**config.mk**
```make
export PLATFORM = sky130hd
export DESIGN_NAME = lea_128bit_result_serializer
export DESIGN_NICKNAME = d
export VERILOG_FILES = /design/src/rtl/lea_128bit_result_serializer.sv
export SDC_FILE = /design/constraint.sdc
export NUM_CORES = 1
export LEC_CHECK = 0
export ABC_AREA = 1
export CORE_MARGIN = 2
export CORE_UTILIZATION = 46
export CTS_BUF_LIST = sky130_fd_sc_hd__clkbuf_8 sky130_fd_sc_hd__clkbuf_16
export DETAILED_ROUTE_END_ITERATION = 10
export PLACE_DENSITY = 0.83
export SETUP_SLACK_MARGIN = 0.05
export SLEW_MARGIN = 0
export SYNTH_ARGS = -nofsm -noshare
export SYNTH_HDL_FRONTEND = slang
export SYNTH_SLANG_ARGS = --single-unit
```
**constraint.sdc**
```tcl
create_clock -name clk -period 4.9 [get_ports clk]
set_input_delay 0.49 -clock clk [delete_from_list [all_inputs] [get_ports clk]]
set_output_delay 0.49 -clock clk [all_outputs]
set_load 0.01 [all_outputs]
```
**src/rtl/lea_128bit_result_serializer.sv**
```systemverilog
// Serializes one 128-bit LEA result block into four 32-bit words over valid/ready.
// Holds one block at a time and pulses Done one cycle after the last word is taken.
module lea_128bit_result_serializer #(
    parameter bit LSW_FIRST = 1'b1
) (
    input  logic         clk,
    input  logic         rst,
    input  logic [127:0] i_din,
    input  logic         i_ld,
    input  logic         i_clr,
    input  logic         i_dready,
    output logic         o_busy,
    output logic [31:0]  o_dout,
    output logic         o_dvalid,
    output logic         o_dlast,
    output logic         o_done
);

    typedef enum logic {
        IDLE = 1'b0,
        SEND = 1'b1
    } state_t;

    state_t        r_state;
    state_t        w_next_state;
    logic [1:0]    r_cnt;
    logic [127:0]  r_hold;
    logic [31:0]   r_dout;
    logic          r_done;
    logic          w_load;
    logic          w_xfer;

    // Word idx of a block in transmit order.
    function automatic logic [31:0] pick_word(input logic [127:0] blk, input logic [1:0] idx);
        logic [1:0] pos;
        pos = LSW_FIRST ? idx : (2'd3 - idx);
        return blk[{pos, 5'b0} +: 32];
    endfunction

    assign w_load = (r_state == IDLE) && i_ld && !i_clr;
    assign w_xfer = (r_state == SEND) && i_dready && !i_clr;

    always_ff @(posedge clk or posedge rst) begin
        if (rst) r_state <= IDLE;
        else     r_state <= w_next_state;
    end

    // NOTE: every variable assigned here gets a default first, so no path can infer a latch.
    always_comb begin
        w_next_state = r_state;
        if (i_clr) begin
            w_next_state = IDLE;
        end else begin
            case (r_state)
                IDLE:    if (i_ld) w_next_state = SEND;
                SEND:    if (i_dready && (r_cnt == 2'd3)) w_next_state = IDLE;
                default: w_next_state = IDLE;
            endcase
        end
    end

    // NOTE: sequential state uses non-blocking assignments so every register samples pre-edge values.
    always_ff @(posedge clk or posedge rst) begin
        if (rst) begin
            r_cnt  <= 2'd0;
            r_hold <= 128'd0;
            r_dout <= 32'd0;
            r_done <= 1'b0;
        end else begin
            r_done <= w_xfer && (r_cnt == 2'd3);
            if (i_clr) begin
                r_cnt <= 2'd0;
            end else if (w_load) begin
                r_hold <= i_din;
                r_cnt  <= 2'd0;
                r_dout <= pick_word(i_din, 2'd0);
            end else if (w_xfer) begin
                // Counter wraps 3 -> 0 on the last word; Dout keeps the last word in IDLE.
                r_cnt <= r_cnt + 2'd1;
                if (r_cnt != 2'd3) r_dout <= pick_word(r_hold, r_cnt + 2'd1);
            end
        end
    end

    assign o_busy   = (r_state == SEND);
    assign o_dvalid = (r_state == SEND);
    assign o_dlast  = (r_state == SEND) && (r_cnt == 2'd3);
    assign o_dout   = r_dout;
    assign o_done   = r_done;

endmodule

```
==> impl_metrics.py <==
metrics = {
    "sta": {
        "setup_tns_ns": 0,
        "worstMarginPinSlew_ns": 1.28,
        "max-slew-margin-rel_pct": 14.3,
        "period_minus_slack_ns": 3.14,
        "rsz_0062_raised_after_global_routing": "false",
        "layout_worst_path_cycle_share_pct": 64.0,
        "fmax_ghz": 0.319,
        "maxSlewViolCount": 0,
        "setup_violations": 0,
        "timing.final.hold_violations": 0,
        "fin_worst_hold_slack_ns": 0.517,
        "finalClockSkew_ns": 0.00805,
    },
    "synth": {
        "synthesis.area_per_instance_um2": 7.65,
        "synth_enable_flop_cells": 0,
        "mappedNetlistArea_um2": 7830,
        "synth_top_area_share_pct": 52.4,
        "most_used_standard_cell_by_instance_count_after_synthesis": "nand2_1",
        "synth_warnings": 0,
        "ys_seq_area_share_pct": 52.4,
        "fraction_of_synthesis_flops_using_an_asynchronous_set_or_reset_pin_pct": 100,
        "ys_ff_latch": 164,
        "synth_top_cells_by_area": "dfrtp_1, nand2_1, inv_1, o21ai_1, nand3_1",
        "synth.cells.most_frequent": "nand2_1, inv_1, dfrtp_1, o21ai_1, nand3_1",
        "yosys.cell_types.count": 20,
        "synthDominantAreaCellType": "dfrtp_1",
        "synth_ff_type": "dfrtp_1",
        "synth_nets": 1157,
        "netlist_instances": 1023,
    },
    "critical_path": {
        "arrival_ns": 3.44,
        "timing.reg2reg.worst_path_depth": 6,
        "cp_slowest_stage_delay_ns": 1.12,
        "setup.worst_path.class": "reg2reg",
        "worst-path-buf-inv": 2,
        "reg2reg_to": "o_dout[12]$_DFFE_PP0P_",
        "critical_path.top_delay_family": "simple AND/OR/NAND/NOR gates",
        "regToRegSetupSlack_ns": 1.76,
        "critical-path-slowest-cell": "nand2_2",
        "critPathRequiredTime_ns": 5.21,
        "crit_chain": "inv_2, nand3_4, nand2_2, nand2_1, inv_1, a21oi_1",
        "critPathMaxFanout": 64,
        "timing.critical_path.from_type": "flip-flop",
        "reg2reg_from": "o_busy$_DFF_PP0_",
        "critical_path.endpoint_type": "flip-flop",
    },
    "grt": {
        "grt_busiest_layer": "met2",
        "use_met3_pct": 4.16,
        "first_global_vias": 6805,
        "grt_start_max_net_pins": 165,
        "track_usage_pct": 22.8,
        "global_route.overflow_total": 0,
        "grt_first_pass_wirelength_um": 32600,
        "grt_util_met2_pct": 36.1,
        "antenna_found_initial": 0,
        "globalRouteMet1Util_pct": 31.4,
    },
    "placed_design": {
        "gp_routability_congestion": 0.790,
        "buffer_ports.inserted": 168,
        "place_area_um2": 9510,
        "detailed_place_hpwl_um": 12400,
    },
    "detailed_routing": {
        "postRouteWirelength_um": 20000,
        "route.detailed.drc": 0,
        "drt-vias-per-instance": 5.07,
        "vias": 7008,
        "antenna_left": 0,
        "routed_wire_length_per_instance_um": 14.4,
        "drt_first_iter_violations": 655,
        "first_pass_iters": 5,
    },
    "power": {
        "power.ir.vdd_worst_uv": 264,
        "finalPower_mw": 3.91,
        "power.leakage_nw": 4.99,
        "power_density_nw_per_um2": 387,
    },
    "clock_network": {
        "clockRootBuffer": "clkbuf_16",
        "number_of_buffers_inserted_to_repair_setup_after_cts": 0,
        "worst_setup_hold_path_clk_slew_ns": 0.06,
        "clock_sinks": 164,
        "clock_tree_from_tritoncts": "built",
        "clk_latency_ns": 0.44,
        "ctsResizeCount": 0,
        "tritoncts_buffers": 17,
        "cts_hold_repair.buffers": 0,
        "clock_path_buffers": 2,
        "cts.htree.levels": 4,
    },
    "cells_and_area": {
        "flow.area_growth_from_synthesis_pct": 29.0,
        "fill_cells": 1450,
        "area_of_combinational_cells_with_multiple_inputs_um2": 2740,
        "layout.nets": 1285,
        "area.sequential_um2": 4110,
        "layout_cell_share_with_drive_strength_beyond_1_pct": 3.87,
        "antennaDiodeCount": 0,
        "finish.instance_area_um2": 10100,
    },
    "floorplanning": {
        "chipWidth_um": 134,
        "fp.dieH_um": 134,
        "dieArea_um2": 18100,
        "io_pins": 169,
        "floorplan.rows": 47,
        "core-area_um2": 16600,
        "initial_core_util_pct": 47.2,
    },
    "outcome": {
        "run_status": "completed",
    },
    "hold_path": {
        "timing.hold.worst.start": "r_hold[120]$_DFFE_PP0P_",
        "worstHoldPathType": "reg2reg",
        "hold_path_depth": 2,
        "hold-path-endpoint": "r_hold[120]$_DFFE_PP0P_",
    },
    "job": {
        "timing.max_cap.violations": 0,
    },
}
## placed cells by master (no fill, tap or decap), drive strengths merged
master	n
nand2	327
inv	168
clkdlybuf4s50	167
dfrtp	164
o21ai	129
nand3	65
nor2	37
a21oi	33
nand4	32
clkbuf	21
buf	7
clkinvlp	4
clkinv	4
bufinv	2
a211oi	1
nor3	1
ha	1
## layout make-up
| type | instances | area share [%] |
|---|---|---|
| inverters | 168 | 6.33 |
| well taps | 220 | 2.73 |
| flip-flops and latches | 164 | 40.7 |
| clock buffers | 21 | 4.76 |
| multi-input cells | 626 | 27.2 |
| repair buffers | 174 | 17.3 |
| clock inverters | 10 | 1.05 |
## through the flow
stage / setup slack, ns / util [%] / instances
after floorplan: 2.33 / - / 1023
after global placement: 1.83 / 57.3 / 1352
after detailed placement: 1.72 / 57.3 / 1352
after CTS: 1.80 / 60.9 / 1383
after global routing: 1.55 / 60.9 / 1383
final: 1.76 / 60.9 / 1383
## power by group
group,internal (mW),leakage (nW),switching [mW]
Sequential,1.60,1.99,0.0985
Combinational,0.404,2.72,0.473
Clock,0.795,0.288,0.540
## worst reg2reg max path, cell delays in order (launching register included)
cell and delay [ns]:
dfrtp_1 0.44, inv_2 0.50, nand3_4 0.57, nand2_2 1.12
nand2_1 0.21, inv_1 0.11, a21oi_1 0.08
## cells by family after synthesis
logic type                 count (synthesis)  share of synthesized area (%)
adders and majority gates                  1                          0.160
and+or+nand+nor                          462                           24.4
DFF                                      164                           52.4
buffers and inverters                    233                           12.5
AOI/OAI and AO/OA                        163                           10.5
## per-layer routing
| metal | wire length [µm] | part of all wire (%) | vias up |
|---|---|---|---|
| li1 | - | - | 3416 |
| met1 | 8980 | 45 | 3306 |
| met2 | 9320 | 47 | 250 |
| met3 | 1260 | 6.3 | 36 |
| met4 | 403 | 2.0 | 0 |
| met5 | 0 | 0 | - |
## sequential cells by signal, indices dropped and copies added, names as in the netlist
| signal | count |
|---|---|
| o_done | 1 |
| o_dout | 32 |
| r_cnt | 2 |
| r_hold | 128 |
| o_busy | 1 |
## how the worst max path moves through the flow
stage	to	cells after the start	from
global placement	r_hold[117]$_DFFE_PP0P_	5	i_ld
CTS	r_hold[123]$_DFFE_PP0P_	6	o_busy$_DFF_PP0_
floorplan	o_busy$_DFF_PP0_	1	rst
global route	o_dout[30]$_DFFE_PP0P_	6	o_busy$_DFF_PP0_
detailed placement	r_hold[123]$_DFFE_PP0P_	5	i_ld
finish	o_dout[12]$_DFFE_PP0P_	6	o_busy$_DFF_PP0_
No activity file was read; power rests on OpenSTA's default activity.
